### src/rtl/data_mem_stage_if.sv
// Memory-stage bus: instruction fields and controls in, read data and MEM/WB register out.
interface data_mem_stage_if;
    logic       valid_in;
    logic       Wm;
    logic       SM2;
    logic [7:0] addr;
    logic [7:0] wdata;
    logic [7:0] alu_res;
    logic [1:0] rd_in;
    logic       we_in;
    logic       hold;
    logic       flush;
    logic [7:0] D_data;
    logic [7:0] wb_data;
    logic [1:0] wb_rd;
    logic       wb_we;
    logic       wb_valid;

    modport master (
        output valid_in, Wm, SM2, addr, wdata, alu_res, rd_in, we_in, hold, flush,
        input  D_data, wb_data, wb_rd, wb_we, wb_valid
    );

    modport slave (
        input  valid_in, Wm, SM2, addr, wdata, alu_res, rd_in, we_in, hold, flush,
        output D_data, wb_data, wb_rd, wb_we, wb_valid
    );
endinterface

### src/rtl/data_mem_stage.sv
// Pipeline memory stage: 256x8 data memory with asynchronous read, plus the MEM/WB register.
module data_mem_stage (
    input logic            clk,
    input logic            rst_n,
    data_mem_stage_if.slave bus
);
    localparam int unsigned DW    = 8;
    localparam int unsigned AW    = 8;
    localparam int unsigned DEPTH = 1 << AW;

    logic [DW-1:0] mem [DEPTH];
    logic [DW-1:0] rdata_c;
    logic [DW-1:0] sel_c;
    logic          wr_en_c;

    // Read is taken before any same-edge write, so a colliding load sees the old byte.
    assign rdata_c    = mem[bus.addr];
    assign bus.D_data = rdata_c;
    assign sel_c      = bus.SM2 ? rdata_c : bus.alu_res;
    assign wr_en_c    = bus.valid_in & bus.Wm & ~bus.hold & ~bus.flush;

    // Memory has no reset; sharing the reset branch keeps writes blocked while rst_n is low.
    always_ff @(posedge clk or negedge rst_n) begin
        if (!rst_n) begin
            bus.wb_data  <= '0;
            bus.wb_rd    <= '0;
            bus.wb_we    <= 1'b0;
            bus.wb_valid <= 1'b0;
        end else begin
            if (wr_en_c) begin
                mem[bus.addr] <= bus.wdata;
            end
            if (bus.flush) begin
                bus.wb_we    <= 1'b0;
                bus.wb_valid <= 1'b0;
            end else if (!bus.hold) begin
                bus.wb_data  <= sel_c;
                bus.wb_rd    <= bus.rd_in;
                bus.wb_we    <= bus.we_in & bus.valid_in;
                bus.wb_valid <= bus.valid_in;
            end
        end
    end
endmodule

### src/flat_wrapper.sv
// flat-port wrapper written by rule: the top's interface ports become plain ports
module data_mem_stage_flat 
  (clk, rst_n, bus_valid_in, bus_Wm, bus_SM2, bus_addr, bus_wdata, bus_alu_res, bus_rd_in, bus_we_in, bus_hold, bus_flush, bus_D_data, bus_wb_data, bus_wb_rd, bus_wb_we, bus_wb_valid);
  data_mem_stage_if bus_i ();
  input logic clk;
  input logic rst_n;
  input wire logic [$bits(bus_i.valid_in)-1:0] bus_valid_in;
  input wire logic [$bits(bus_i.Wm)-1:0] bus_Wm;
  input wire logic [$bits(bus_i.SM2)-1:0] bus_SM2;
  input wire logic [$bits(bus_i.addr)-1:0] bus_addr;
  input wire logic [$bits(bus_i.wdata)-1:0] bus_wdata;
  input wire logic [$bits(bus_i.alu_res)-1:0] bus_alu_res;
  input wire logic [$bits(bus_i.rd_in)-1:0] bus_rd_in;
  input wire logic [$bits(bus_i.we_in)-1:0] bus_we_in;
  input wire logic [$bits(bus_i.hold)-1:0] bus_hold;
  input wire logic [$bits(bus_i.flush)-1:0] bus_flush;
  output wire logic [$bits(bus_i.D_data)-1:0] bus_D_data;
  output wire logic [$bits(bus_i.wb_data)-1:0] bus_wb_data;
  output wire logic [$bits(bus_i.wb_rd)-1:0] bus_wb_rd;
  output wire logic [$bits(bus_i.wb_we)-1:0] bus_wb_we;
  output wire logic [$bits(bus_i.wb_valid)-1:0] bus_wb_valid;
  assign bus_i.valid_in = bus_valid_in;
  assign bus_i.Wm = bus_Wm;
  assign bus_i.SM2 = bus_SM2;
  assign bus_i.addr = bus_addr;
  assign bus_i.wdata = bus_wdata;
  assign bus_i.alu_res = bus_alu_res;
  assign bus_i.rd_in = bus_rd_in;
  assign bus_i.we_in = bus_we_in;
  assign bus_i.hold = bus_hold;
  assign bus_i.flush = bus_flush;
  assign bus_D_data = bus_i.D_data;
  assign bus_wb_data = bus_i.wb_data;
  assign bus_wb_rd = bus_i.wb_rd;
  assign bus_wb_we = bus_i.wb_we;
  assign bus_wb_valid = bus_i.wb_valid;
  data_mem_stage u_core (.clk(clk), .rst_n(rst_n), .bus(bus_i));
endmodule
### config.mk
export PLATFORM = sky130hd
export DESIGN_NAME = data_mem_stage_flat
export DESIGN_NICKNAME = d
export VERILOG_FILES = /design/src/rtl/data_mem_stage_if.sv /design/src/rtl/data_mem_stage.sv /design/src/flat_wrapper.sv
export SDC_FILE = /design/constraint.sdc
export NUM_CORES = 2
export LEC_CHECK = 0
export CORE_MARGIN = 2
export CORE_UTILIZATION = 63
export DETAILED_ROUTE_END_ITERATION = 8
export HOLD_SLACK_MARGIN = 0.02
export MAX_ROUTING_LAYER = met4
export PLACE_DENSITY_LB_ADDON = 0.2
export SLEW_MARGIN = 30
export SYNTH_ARGS = -nofsm -noshare
export SYNTH_HDL_FRONTEND = slang
export SYNTH_SLANG_ARGS = --single-unit
export TNS_END_PERCENT = 30
### constraint.sdc
create_clock -name clk -period 3.5 [get_ports clk]
set_clock_uncertainty 0.05 [all_clocks]
set_input_delay 0.7 -clock clk [delete_from_list [all_inputs] [get_ports clk]]
set_output_delay 0.7 -clock clk [all_outputs]
set_load 0.01 [all_outputs]
==> metrics.md <==
| Metric | Value |
|---|---|
| P_leak | `30.6 nW` |
| Antenna violations before repair | `4` |
| WL final | `213000 um` |
| Num CTS Buffers | `193` |
| Crit path arrival time | `3420 ps` |
| Worst min path class | `primary input to asynchronous set/reset pin` |
| IO Pins | `54` |
| Top FF cell, synth | `edfxtp_1` |
| First-pass GRT wire length | `306000 um` |
| Share of synthesized registers carrying an async set or reset | `0.00583` |
| Failing checks | `setup timing` |
| H-tree depth | `4` |
| Post-Synthesis Cells | `3577` |
| Vias in the first global route | `43500` |
| EDFF count, synth | `2048` |
| Slew Viols, Final | `0` |
| Status | `complete, but fails checks` |
| Total grt overflow | `0` |
| CP startpoint | `bus_addr[0]` |
| Setup TNS | `-5000 ps` |
| CTS Buffer Depth | `3` |
| Layout area overhead | `20.1%` |
| Via count | `43200` |
| Design area | `0.0946 mm2` |
| Fill cell count | `6028` |
| Fmax | `240 MHz` |
| Critical Path Sink | `bus_D_data[6]` |
| Mapped Nets | `3611` |
| Remaining antenna violation count | `0` |
| # rows | `129` |
| Final-stage net count | `4362` |
| Synthesized flop and latch total | `2060` |
| DIE AREA | `0.128 mm2` |
| Hold_ws | `221 ps` |
| Slew @ Worst Pin | `942 ps` |
| Drt drc | `0` |
| Levels on crit path | `14` |
| Largest family of logic cells by synthesized area | `multiplexers` |
| Die height | `358 um` |
| Final Hold Violating Endpoints | `0` |
| Distinct cells, synth | `25` |
| Synth Area in Adders | `0` |
| Min Tclk post-route | `4170 ps` |
| Syn Std Cell Area | `0.0788 mm2` |
| Worst vdd ir | `0.000543 V` |
| GR Util All Layers | `0.349` |
| Worst path required time | `2750 ps` |
| Final worst slack | `-671 ps` |
| Post-route clock period utilization | `1.19` |
| Mux cell area share after synthesis | `0.146` |
| Buf/Inv on CP | `9` |
| Post-synthesis compound-gate area fraction | `0.0371` |
| PD cells | `537 mW/mm2` |
| TritonRoute pass-1 iters | `6` |
| CTS tree | `done` |
| Clk_lat worst skew | `830 ps` |
| R2R setup slack | `530 ps` |
| Largest net degree at the start of global routing | `123` |
| Clk slew on worst S/H paths | `60 ps` |
| Root buf cell | `clkbuf_16` |
| Post-Syn Area per Cell | `22.0 um2` |
| Crit Path Max Fanout | `8` |
| Worst Setup Start Kind | `primary input` |
| Routed len/inst | `34.7 um` |
| Critical Path End Type | `output pin` |
| Sequential-to-total area share from yosys stat | `0.785` |
| Core ar. | `0.124 mm2` |
| Crit path kind | `primary input to output pin` |
| Synth Area in XOR/XNOR | `0` |
| Post-placement setup slack | `-1490 ps` |
| Port Buffers | `53` |
| Register-to-Register Path Depth | `9` |
| Die X | `358 um` |
| Initial DRC count | `7127` |
| Via density per instance | `7.04` |
| RSZ-0062 raised after global routing | `yes` |
| Crit-path leading delay family | `buffers and inverters` |
| HPWL after detailed placement | `121000 um` |
| Worst r2r src | `u_core.mem[191][5]` |
| Max_slew headroom | `0.372` |
| Layout cell share with drive strength beyond 1 | `0.380` |
| Initial core utilization | `0.636` |
| Hold Buf Count CTS | `0` |
| Count of final setup violators | `8` |
| GPL Wtd Cong | `0.893` |
| Max cap viols | `0` |
| Largest stage delay, worst path | `540 ps` |
| Simple-Gate Fraction of Synth Area | `0.0180` |
| Yosys warns | `0` |
| Area post-placement | `0.0864 mm2` |
| TritonCTS Sinks | `2060` |
| R2r endpoint | `u_core.bus.wb_data[5]` |
| Cell chain of the critical path | `buf_16 > buf_16 > buf_12 > buf_16 > buf_6 > mux4_2 > a22oi_2 > buf_4 > a21oi_2 > o41ai_4 > buf_4 > nand4_1 > buf_4 > buf_6` |
| Slowest cell on the critical path | `mux4_2` |
## sequential cells by signal, summed over array words and instances, names as in the netlist
name	flops
u_core.bus.wb_rd	2
u_core.bus.wb_we	1
u_core.bus.wb_data	8
u_core.bus.wb_valid	1
u_core.mem	2048
## report_power, final
part / switching (mW) / total (mW) / internal, mW
logic: 1.75 / 3.04 / 1.29
registers: 0.0123 / 27.1 / 27.1
clock network: 9.11 / 20.6 / 11.5
## cells in the final DEF, fill, tap and decap left out, drive strengths merged, types with 18 or more instances in the layout
| master | n |
|---|---|
| mux4 | 512 |
| nand2 | 51 |
| o41ai | 32 |
| clkbuf | 243 |
| buf | 737 |
| nor2 | 262 |
| clkdlybuf4s50 | 33 |
| a22oi | 257 |
| a21oi | 129 |
| bufinv | 18 |
| clkinv | 85 |
| edfxtp | 2048 |
## cell type report
cell class,instances,area [um2],area share
multi-input combinational,1289,16900,0.178
sequential,2060,61800,0.653
inverter,1,3.75,0.0000397
timing repair buffer,783,7680,0.0812
tap,1637,2050,0.0217
antenna,4,10.0,0.000106
clock inverter,118,1180,0.0125
clock buffer,235,4990,0.0527
## logic make-up after synthesis
kind of cell / after synthesis
simple gates: 351
compound gates: 426
mux: 512
flops: 2060
buf+inv: 228
## layer usage
| layer | part of all wire | wire [um] | track usage | vias to the layer above |
|---|---|---|---|---|
| li1 | - | - | - | 16700 |
| met1 | 0.35 | 73400 | 0.462 | 22400 |
| met2 | 0.49 | 104000 | 0.537 | 3489 |
| met3 | 0.12 | 25600 | 0.0789 | 576 |
| met4 | 0.046 | 9720 | 0.142 | 0 |
| met5 | 0 | 0 | - | - |
## worst min-delay path by stage
stage,cells past startpoint,slack [ps],from,to
after floorplan,0,350,rst_n,u_core.bus.wb_data[0]
after global placement,2,410,u_core.bus.wb_rd[1],u_core.bus.wb_rd[1]
after detailed placement,2,420,u_core.bus.wb_rd[0],u_core.bus.wb_rd[0]
after CTS,2,170,rst_n,u_core.bus.wb_rd[0]
after global routing,2,220,rst_n,u_core.bus.wb_valid
final,2,220,rst_n,u_core.bus.wb_valid
## synth_stat cells, types with 4 or more instances
library cell,count,share of area
nand3_1,4,0.00025
edfxtp_1,2048,0.78
buf_2,30,0.0019
nor2b_1,7,0.00056
nand2_1,51,0.0024
buf_1,21,0.0010
a31o_1,8,0.00089
a22oi_1,257,0.024
buf_4,7,0.00067
o41ai_1,32,0.0036
clkbuf_1,148,0.0071
dfrtp_1,12,0.0038
nand3b_1,8,0.00076
buf_6,21,0.0030
a21oi_1,129,0.0082
mux4_2,512,0.15
nand4_1,9,0.00071
nor2_1,262,0.012
## repair_timing
action	in CTS	in global routing
resized for setup	232	52
buffers inserted	28	17
pin swaps	60	35
cloned	12	0
setup endpoints to repair	8	8
## through the flow
step | power (mW) | utilization | std cells
2_1_floorplan | 28.9 | - | 3577
3_3_place_gp | 30.3 | 0.698 | 5716
3_5_place_dp | 30.3 | 0.698 | 5716
4_1_cts | 50.8 | 0.761 | 6106
5_1_grt | 51.9 | 0.764 | 6127
6_report | 50.8 | 0.764 | 6127
(Power assumes the default switching activity.)
